File: config.mk
export PLATFORM = sky130hd
export DESIGN_NAME = multi_mode_counter
export DESIGN_NICKNAME = d
export VERILOG_FILES = /design/src/rtl/counter_pkg.sv /design/src/rtl/counter_channel.sv /design/src/rtl/multi_mode_counter.sv
export SDC_FILE = /design/constraint.sdc
export NUM_CORES = 1
export LEC_CHECK = 0
export CAP_MARGIN = 0
export CORE_MARGIN = 2
export CORE_UTILIZATION = 52
export CTS_CLUSTER_SIZE = 14
export DETAILED_ROUTE_END_ITERATION = 10
export PLACE_DENSITY = 0.81
export SLEW_MARGIN = 20
export SYNTH_ARGS = -nofsm -noshare
export SYNTH_HDL_FRONTEND = slang
export SYNTH_HIERARCHICAL = 1
export SYNTH_SLANG_ARGS = --single-unit
File: constraint.sdc
create_clock -name clk -period 2.8 [get_ports clk]
set_input_delay 0.28 -clock clk [delete_from_list [all_inputs] [get_ports clk]]
set_output_delay 0.28 -clock clk [all_outputs]
set_load 0.01 [all_outputs]
File: src/rtl/counter_pkg.sv
// Shared constants, limit-mode enum and load clamp helper for multi_mode_counter.
package counter_pkg;

    localparam logic DIR_UP   = 1'b1;
    localparam logic DIR_DOWN = 1'b0;

    typedef enum logic {
        LIM_WRAP = 1'b0,
        LIM_SAT  = 1'b1
    } lim_mode_e;

    function automatic logic [31:0] clamp_load(
        input logic [31:0] val,
        input logic [31:0] max
    );
        return (val > max) ? max : val;
    endfunction

endpackage

File: src/rtl/counter_channel.sv
// One counter channel: load > enable > hold, wrap or saturate at [0, MAX_VAL].
module counter_channel
    import counter_pkg::*;
#(
    parameter int WIDTH   = 8,
    parameter int MAX_VAL = 255,
    parameter int RST_VAL = 0
) (
    input  logic             clk,
    input  logic             reset,
    input  logic             en,
    input  logic             dir,
    input  logic             sat,
    input  logic             load,
    input  logic [WIDTH-1:0] load_val,
    output logic [WIDTH-1:0] count,
    output logic             tc
);

    localparam logic [WIDTH:0]   MAX_EXT = (WIDTH+1)'(MAX_VAL);
    localparam logic [WIDTH-1:0] MAX_W   = WIDTH'(MAX_VAL);
    localparam logic [WIDTH-1:0] RST_W   = WIDTH'(RST_VAL);

    logic [WIDTH-1:0] r_count;
    logic             r_tc;
    logic [WIDTH:0]   w_inc;
    logic [WIDTH-1:0] w_load;
    logic [WIDTH-1:0] w_next;
    logic             w_tc_next;
    logic             w_step;
    logic             w_at_top;
    logic             w_at_bot;
    lim_mode_e        w_mode;

    // One extra bit so MAX_VAL = 2**WIDTH-1 is still detected as the top.
    assign w_inc    = {1'b0, r_count} + (WIDTH+1)'(1);
    assign w_at_top = w_inc > MAX_EXT;
    assign w_at_bot = r_count == '0;
    assign w_load   = WIDTH'(clamp_load(32'(load_val), 32'(MAX_VAL)));
    assign w_step   = en & ~load;
    assign w_mode   = sat ? LIM_SAT : LIM_WRAP;

    always_comb begin
        w_next    = r_count;
        w_tc_next = 1'b0;
        unique case (1'b1)
            load: w_next = w_load;
            w_step && dir == DIR_UP && !w_at_top:
                w_next = w_inc[WIDTH-1:0];
            w_step && dir == DIR_UP && w_at_top: begin
                w_tc_next = 1'b1;
                if (w_mode == LIM_WRAP) w_next = '0;
            end
            w_step && dir == DIR_DOWN && !w_at_bot:
                w_next = r_count - WIDTH'(1);
            w_step && dir == DIR_DOWN && w_at_bot: begin
                w_tc_next = 1'b1;
                if (w_mode == LIM_WRAP) w_next = MAX_W;
            end
            default: ;
        endcase
    end

    always_ff @(posedge clk or posedge reset) begin
        if (reset) begin
            r_count <= RST_W;
            r_tc    <= 1'b0;
        end else begin
            r_count <= w_next;
            r_tc    <= w_tc_next;
        end
    end

    assign count = r_count;
    assign tc    = r_tc;

endmodule

File: src/rtl/multi_mode_counter.sv
// N-channel up/down wrap/saturate counter with terminal-count pulses.
// Optional snapshot capture port set enabled by COUNTER_SNAPSHOT_EN.
module multi_mode_counter
    import counter_pkg::*;
#(
    parameter int N_CH    = 2,
    parameter int WIDTH   = 8,
    parameter int MAX_VAL = 255,
    parameter int RST_VAL = 0
) (
    input  logic                  clk,
    input  logic                  reset,
    input  logic [N_CH-1:0]       en,
    input  logic [N_CH-1:0]       dir,
    input  logic [N_CH-1:0]       sat,
    input  logic [N_CH-1:0]       load,
    input  logic [N_CH*WIDTH-1:0] load_val,
    output logic [N_CH*WIDTH-1:0] count,
    output logic [N_CH-1:0]       tc
`ifdef COUNTER_SNAPSHOT_EN
    ,
    input  logic                  snap,
    output logic [N_CH*WIDTH-1:0] snap_count,
    output logic                  snap_valid
`endif
);

    logic [N_CH*WIDTH-1:0] w_count;

    for (genvar g = 0; g < N_CH; g++) begin : g_ch
        counter_channel #(
            .WIDTH   (WIDTH),
            .MAX_VAL (MAX_VAL),
            .RST_VAL (RST_VAL)
        ) u_ch (
            .clk      (clk),
            .reset    (reset),
            .en       (en[g]),
            .dir      (dir[g]),
            .sat      (sat[g]),
            .load     (load[g]),
            .load_val (load_val[g*WIDTH +: WIDTH]),
            .count    (w_count[g*WIDTH +: WIDTH]),
            .tc       (tc[g])
        );
    end

    assign count = w_count;

`ifdef COUNTER_SNAPSHOT_EN
    logic [N_CH*WIDTH-1:0] r_snap_count;
    logic                  r_snap_valid;

    // Counts are registered, so sampling them here yields the pre-edge value.
    always_ff @(posedge clk or posedge reset) begin
        if (reset) begin
            r_snap_count <= '0;
            r_snap_valid <= 1'b0;
        end else begin
            r_snap_valid <= snap;
            if (snap) r_snap_count <= w_count;
        end
    end

    assign snap_count = r_snap_count;
    assign snap_valid = r_snap_valid;
`endif

endmodule

Word level (Yosys, flattened, before mapping)
Index checks and enable logic that the tools add are counted.
{ "classes": {"n_eq_ne": 4, "magnitude_cmp": 2, "bitwise_logic": 6, "reduce_logical": 24, "n_mux": 10, "add_sub_neg": 4} }
{ "op_table": {"columns": ["op", "count"], "rows": [
  ["one-hot mux 8 bit (5 select lines)", 2],
  ["two-way mux 8 bit", 4],
  ["adder 8 x 1 -> 9 bit, second input constant", 2],
  ["greater-than comparator 9 x 8 -> 1 bit, second input constant", 2],
  ["zero test 8 bit", 2],
  ["subtractor 8 x 1 -> 8 bit, second input constant", 2],
  ["logical AND 1 bit", 12],
  ["nonzero test 5 bit", 2],
  ["!= test 2 bit, second input constant", 4],
  ["AND reduction 3 bit", 2],
  ["zero test 1 bit", 4],
  ["two-way mux 1 bit", 4],
  ["NOT 1 bit", 4],
  ["OR reduction 2 bit", 2],
  ["bitwise AND 1 bit", 2]
]} }
{ "word_totals": {"in_bits": 26, "wordCells": 54, "out_inout_bits": 18, "reg_bits": 18} }

Logic depth before layout (Yosys ltp)
Gate-level depths: netlist (run 1).
{ "depth": {"ltp_word": 6, "ltp_mapped": 9, "depth_no_buf": 8} }

Modules after synthesis
The synthesis (run 1) kept the hierarchy.
{ "by_module_without_submodules": {"columns": ["module", "cells_each", "area_each_um2", "n_inst", "seq_area_each_um2"], "rows": [
  ["counter_channel at g_ch[0].u_ch", 130, 1076.0, 1, 225.2],
  ["counter_channel at g_ch[1].u_ch", 125, 1056.0, 1, 225.2]
]} }

Least setup slack after synthesis (run 1)
Ideal clock, no wire load.
{ "synth_path": {"kind": "reg-to-reg", "from": "reg g_ch[0].u_ch.r_count[0]", "to": "reg g_ch[0].u_ch.r_count[5]", "path_stages_with_launch": 9, "n_path_buf": 0, "setup_time_ps": 137, "t_arrival_ps": 2025, "t_required_ps": 2663, "period_less_slack_ps": 2162, "setup_slack_ps": 638, "cell_sequence": "dfrtp_1 > inv_1 > ha_1 > nand2b_1 > nor4_2 > a41o_1 > a21oi_2 > a221oi_1 > o22ai_2"} }
{ "synth_via": {"elab_chain_len": 6, "elab_cells_between_ends": 15, "cone_classes": "2 x add/sub; 1 x order compare; 2 x eq/ne; 1 x mux; 9 x reduce/logical"} }
{ "synth_lines": {"columns": ["element", "line", "text"], "rows": [
  ["start: declaration", "counter_channel.sv:24", "logic [WIDTH-1:0] r_count;"],
  ["start signal: assignment", "counter_channel.sv:69", "r_count <= w_next;"],
  ["adder 8 x 1 -> 9 bit", "counter_channel.sv:36", "assign w_inc = {1'b0, r_count} + (WIDTH+1)'(1);"],
  ["greater-than comparator 9 x 8 -> 1 bit", "counter_channel.sv:37", "assign w_at_top = w_inc > MAX_EXT;"],
  ["zero test 1 bit", "counter_channel.sv:48", "w_step && dir == DIR_UP && !w_at_top:"],
  ["logical AND 1 bit", "counter_channel.sv:48", null],
  ["nonzero test 5 bit (no source line)", null, null],
  ["AND reduction 3 bit (no source line)", null, null]
]} }
Parallel ways exist; a longest one is shown, timed or not.
A chain may end at the register's enable or synchronous reset.

Worst setup path after layout (run 1)
Ends and elaborated chain as after synthesis.

==> results of run 1 <==
[power by group through the flow]
| stage | registers [uW] | logic (uW) | clock network (uW) |
|---|---|---|---|
| 2_1_floorplan | 342 | 321 | 0 |
| 3_3_place_gp | 367 | 449 | 0 |
| 3_5_place_dp | 367 | 454 | 0 |
| 4_1_cts | 364 | 458 | 196 |
| 5_1_grt | 373 | 503 | 208 |
| 6_report | 366 | 464 | 192 |
[cells by family (layout without fill, tap and decap cells)]
logic type               Yosys count  in the layout  share of synthesized area (%)
buffers and inverters             37             72                          8.744
AND/OR/NAND/NOR                   90             90                          24.82
AO/OA/AOI/OAI                     88             88                          34.21
adder cells (fa/ha/maj)            8              8                          4.695
multiplexers                       3              3                          1.526
XOR/XNOR                          11             11                          4.871
flip-flops                        18             18                          21.13
[layer usage]
| metal | routed length [um] | GRT usage [%] | vias to the layer above |
|---|---|---|---|
| li1 | - | - | 1044 |
| met1 | 2846 | 43.54 | 1069 |
| met2 | 2731 | 41.38 | 124 |
| met3 | 517 | 3.454 | 10 |
| met4 | 90 | 8.000 | 0 |
| met5 | 0 | 0 | - |
[final cells by class]
class                           count  area (um2)  area share (%)
Tap cell                           50       62.56           2.410
Clock buffer                        3       41.29           1.590
Inverter                           21       78.83           3.036
Timing Repair Buffer               48       467.9           18.02
Sequential cell                    18       450.4           17.35
Multi-Input combinational cell    200        1495           57.59
[flip-flops by register name, summed over array words and instances (netlist names)]
signal	count
g_ch.u_ch/count	16
g_ch.u_ch/tc	2
[placed cells by master (no fill, tap or decap), types with 3 or more instances in the layout]
cell type,instances
buf_4,5
clkbuf_8,3
a211oi_1,4
nor4_2,3
nor3_1,5
a32oi_1,6
o22ai_2,3
a31oi_1,4
nand2b_1,7
a221oi_1,9
o21ai_0,6
nor4_1,6
a21oi_1,13
o21ai_1,4
nand3_1,9
xnor2_1,10
nand4_1,3
dfrtp_1,18
clkdlybuf4s50_1,43
nor2_1,17
inv_1,20
nand2_1,17
and3_1,3
ha_1,8
o22ai_1,6
o21ai_2,3
[through the flow]
step / total power (uW) / hold slack [ns]
floorplan: 663.8 / 0.1079
global placement: 816.2 / 0.5843
detailed placement: 821.7 / 0.6043
CTS: 1017 / 0.3385
global route: 1085 / 0.3641
finish: 1022 / 0.3278
[worst paths after layout]
check | end | slack (ns) | cells after the start
min in group clk | g_ch[0].u_ch/count[1]$_DFFE_PP0P_ | 0.64 | 2
worst min-delay path | g_ch[1].u_ch/count[3]$_DFFE_PP0P_ | 0.33 | 2
worst max register to register | g_ch[0].u_ch/count[5]$_DFFE_PP0P_ | 0.28 | 8
max in group asynchronous | g_ch[0].u_ch/count[6]$_DFFE_PP0P_ | 2.18 | 2
worst min register to register | g_ch[0].u_ch/count[1]$_DFFE_PP0P_ | 0.64 | 2
worst max-delay path | g_ch[0].u_ch/count[5]$_DFFE_PP0P_ | 0.28 | 8
==> results.yml, run 1 <==
placement:
  io_buffers: 43
  placed_cells: 337
  dpl.hpwl_um: 4657
  gp_congestion: 0.9810
  placed_cell_area_um2: 2555
  place_ws_ns: 0.3114
power_and_ir_drop:
  power_density_nw_per_um2: 393.8
  combPwrFrac_pct: 45.4
  switchingPower_uw: 416.7
  intPower_uw: 605.6
  max-vdd-ir-drop_v: 0.0002127
  leakagePower_uw: 0.0009651
  p_sw_share_pct: 40.76
  clkPwrFrac_pct: 18.8
  p_seq_share_pct: 35.8
cts:
  clock_latency_ns: 0.26
  cts_resized: 0
  cts_tree: "yes"
  cts_made_buffers: 3
  postCtsSetupBuffers: 0
  cts_hold_buf: 0
  cts_max_level: 1
  cts.sinks: 18
  cts_root_buf: "clkbuf_8"
  clkTransAtPathRegs_ns: 0.07
  clk_path_buf_depth: 2
grt:
  grt_pass1_wl_um: 9894
  grt_overflow_total: 0
  antenna_found_initial: 0
  grt_pass1_vias: 1956
  grt_max_degree: 14
  grt_usage_pct: 28.43
setup_path:
  cp_num_buf_inv: 1
  cp_top_family: "compound AO/OA/AOI/OAI gates"
  cp-end-kind: "flip-flop"
  critPathLaunchType: "flip-flop"
  cp_max_fo: 6
  crit_type: "reg -> reg"
  slowest_delay_ns: 0.45
  r2r_start: "g_ch[0].u_ch/count[0]$_DFFE_PP0P_"
  required_ns: 2.93
  cp-startpoint: "g_ch[0].u_ch/count[0]$_DFFE_PP0P_"
  critPathSlowestCell: "nor4_2"
  critical_path_arrival_ns: 2.65
  crit_chain: "inv_1, ha_1, nand2b_1, nor4_2, a41o_1, a21oi_2, a221oi_1, o22ai_2"
synth:
  synth_cell_types: 72
  synth_top_area_share_pct: 21.13
  syn_inst: 255
  synth_area_um2: 2132
  synth_area_per_cell_um2: 8.361
  ys_ff_latch: 18
  seq_area_frac_synth_pct: 21.13
  yosysMostFrequentCell: "inv_1"
  synth_common_cells: "20 x inv_1, 18 x dfrtp_1, 17 x nand2_1, 17 x nor2_1, 13 x a21oi_1"
  yosys.area.top_type: "dfrtp_1"
  ys_async_sr_fraction_pct: 100.0
  synth_area_leaders: "dfrtp_1 21%, ha_1 4.7%, xnor2_1 4.1%"
  synth_ff_type: "dfrtp_1"
  synth_edf_count: 0
  synth_fp_nets: 289
  yosys_warnings: 6
route:
  vias_per_cell: 6.609
  ant_nets: 0
  drt_iter0_drc: 380
  wl_per_cell_um: 18.19
  via_count: 2247
  drt-pass1-iter-count: 5
  wl_um: 6185
  drcViolationCount: 0
final_layout:
  layout.nets: 326
  n_fill_cell: 365
  diodes: 0
  stdcell_count: 340
  stdcell_area_um2: 2596
  syn_to_final_growth_pct: 21.77
  drive_above_1_share_pct: 14.14
  final_util_pct: 65.37
floorplanning:
  die_h_um: 68.03
  rows: 23
  dieArea_um2: 4628
  io_pins: 44
  core_um2: 3971
  start_util_pct: 53.69
  die_w_um: 68.03
timing:
  relSlewSlack_pct: 60.96
  finalMaxSlewViolations: 0
  period_needed_ns: 2.516
  setup_viol: 0
  finalClockSkew_ns: 0.003721
  rsz0062_at_grt: "false"
  max_freq_ghz: 0.3974
  finalSetupTns_ns: 0
  hold_viol: 0
  tightest_slew_ns: 0.5856
  timing.final.ws_setup_ns: 0.2836
  period_share_pct: 89.87
run_status:
  status: "finished, final reports clean"
min_path:
  hold_class: "in -> async"
run:
  max_cap_viol_count: 0
No activity file was read; power rests on OpenSTA's default activity.
==> inputs of run 2 (changes only) <==
- CAP_MARGIN: 0 -> 25
==> results of run 2 <==
Same layout as run 1: the final DEF is identical, and so are final timing and power.
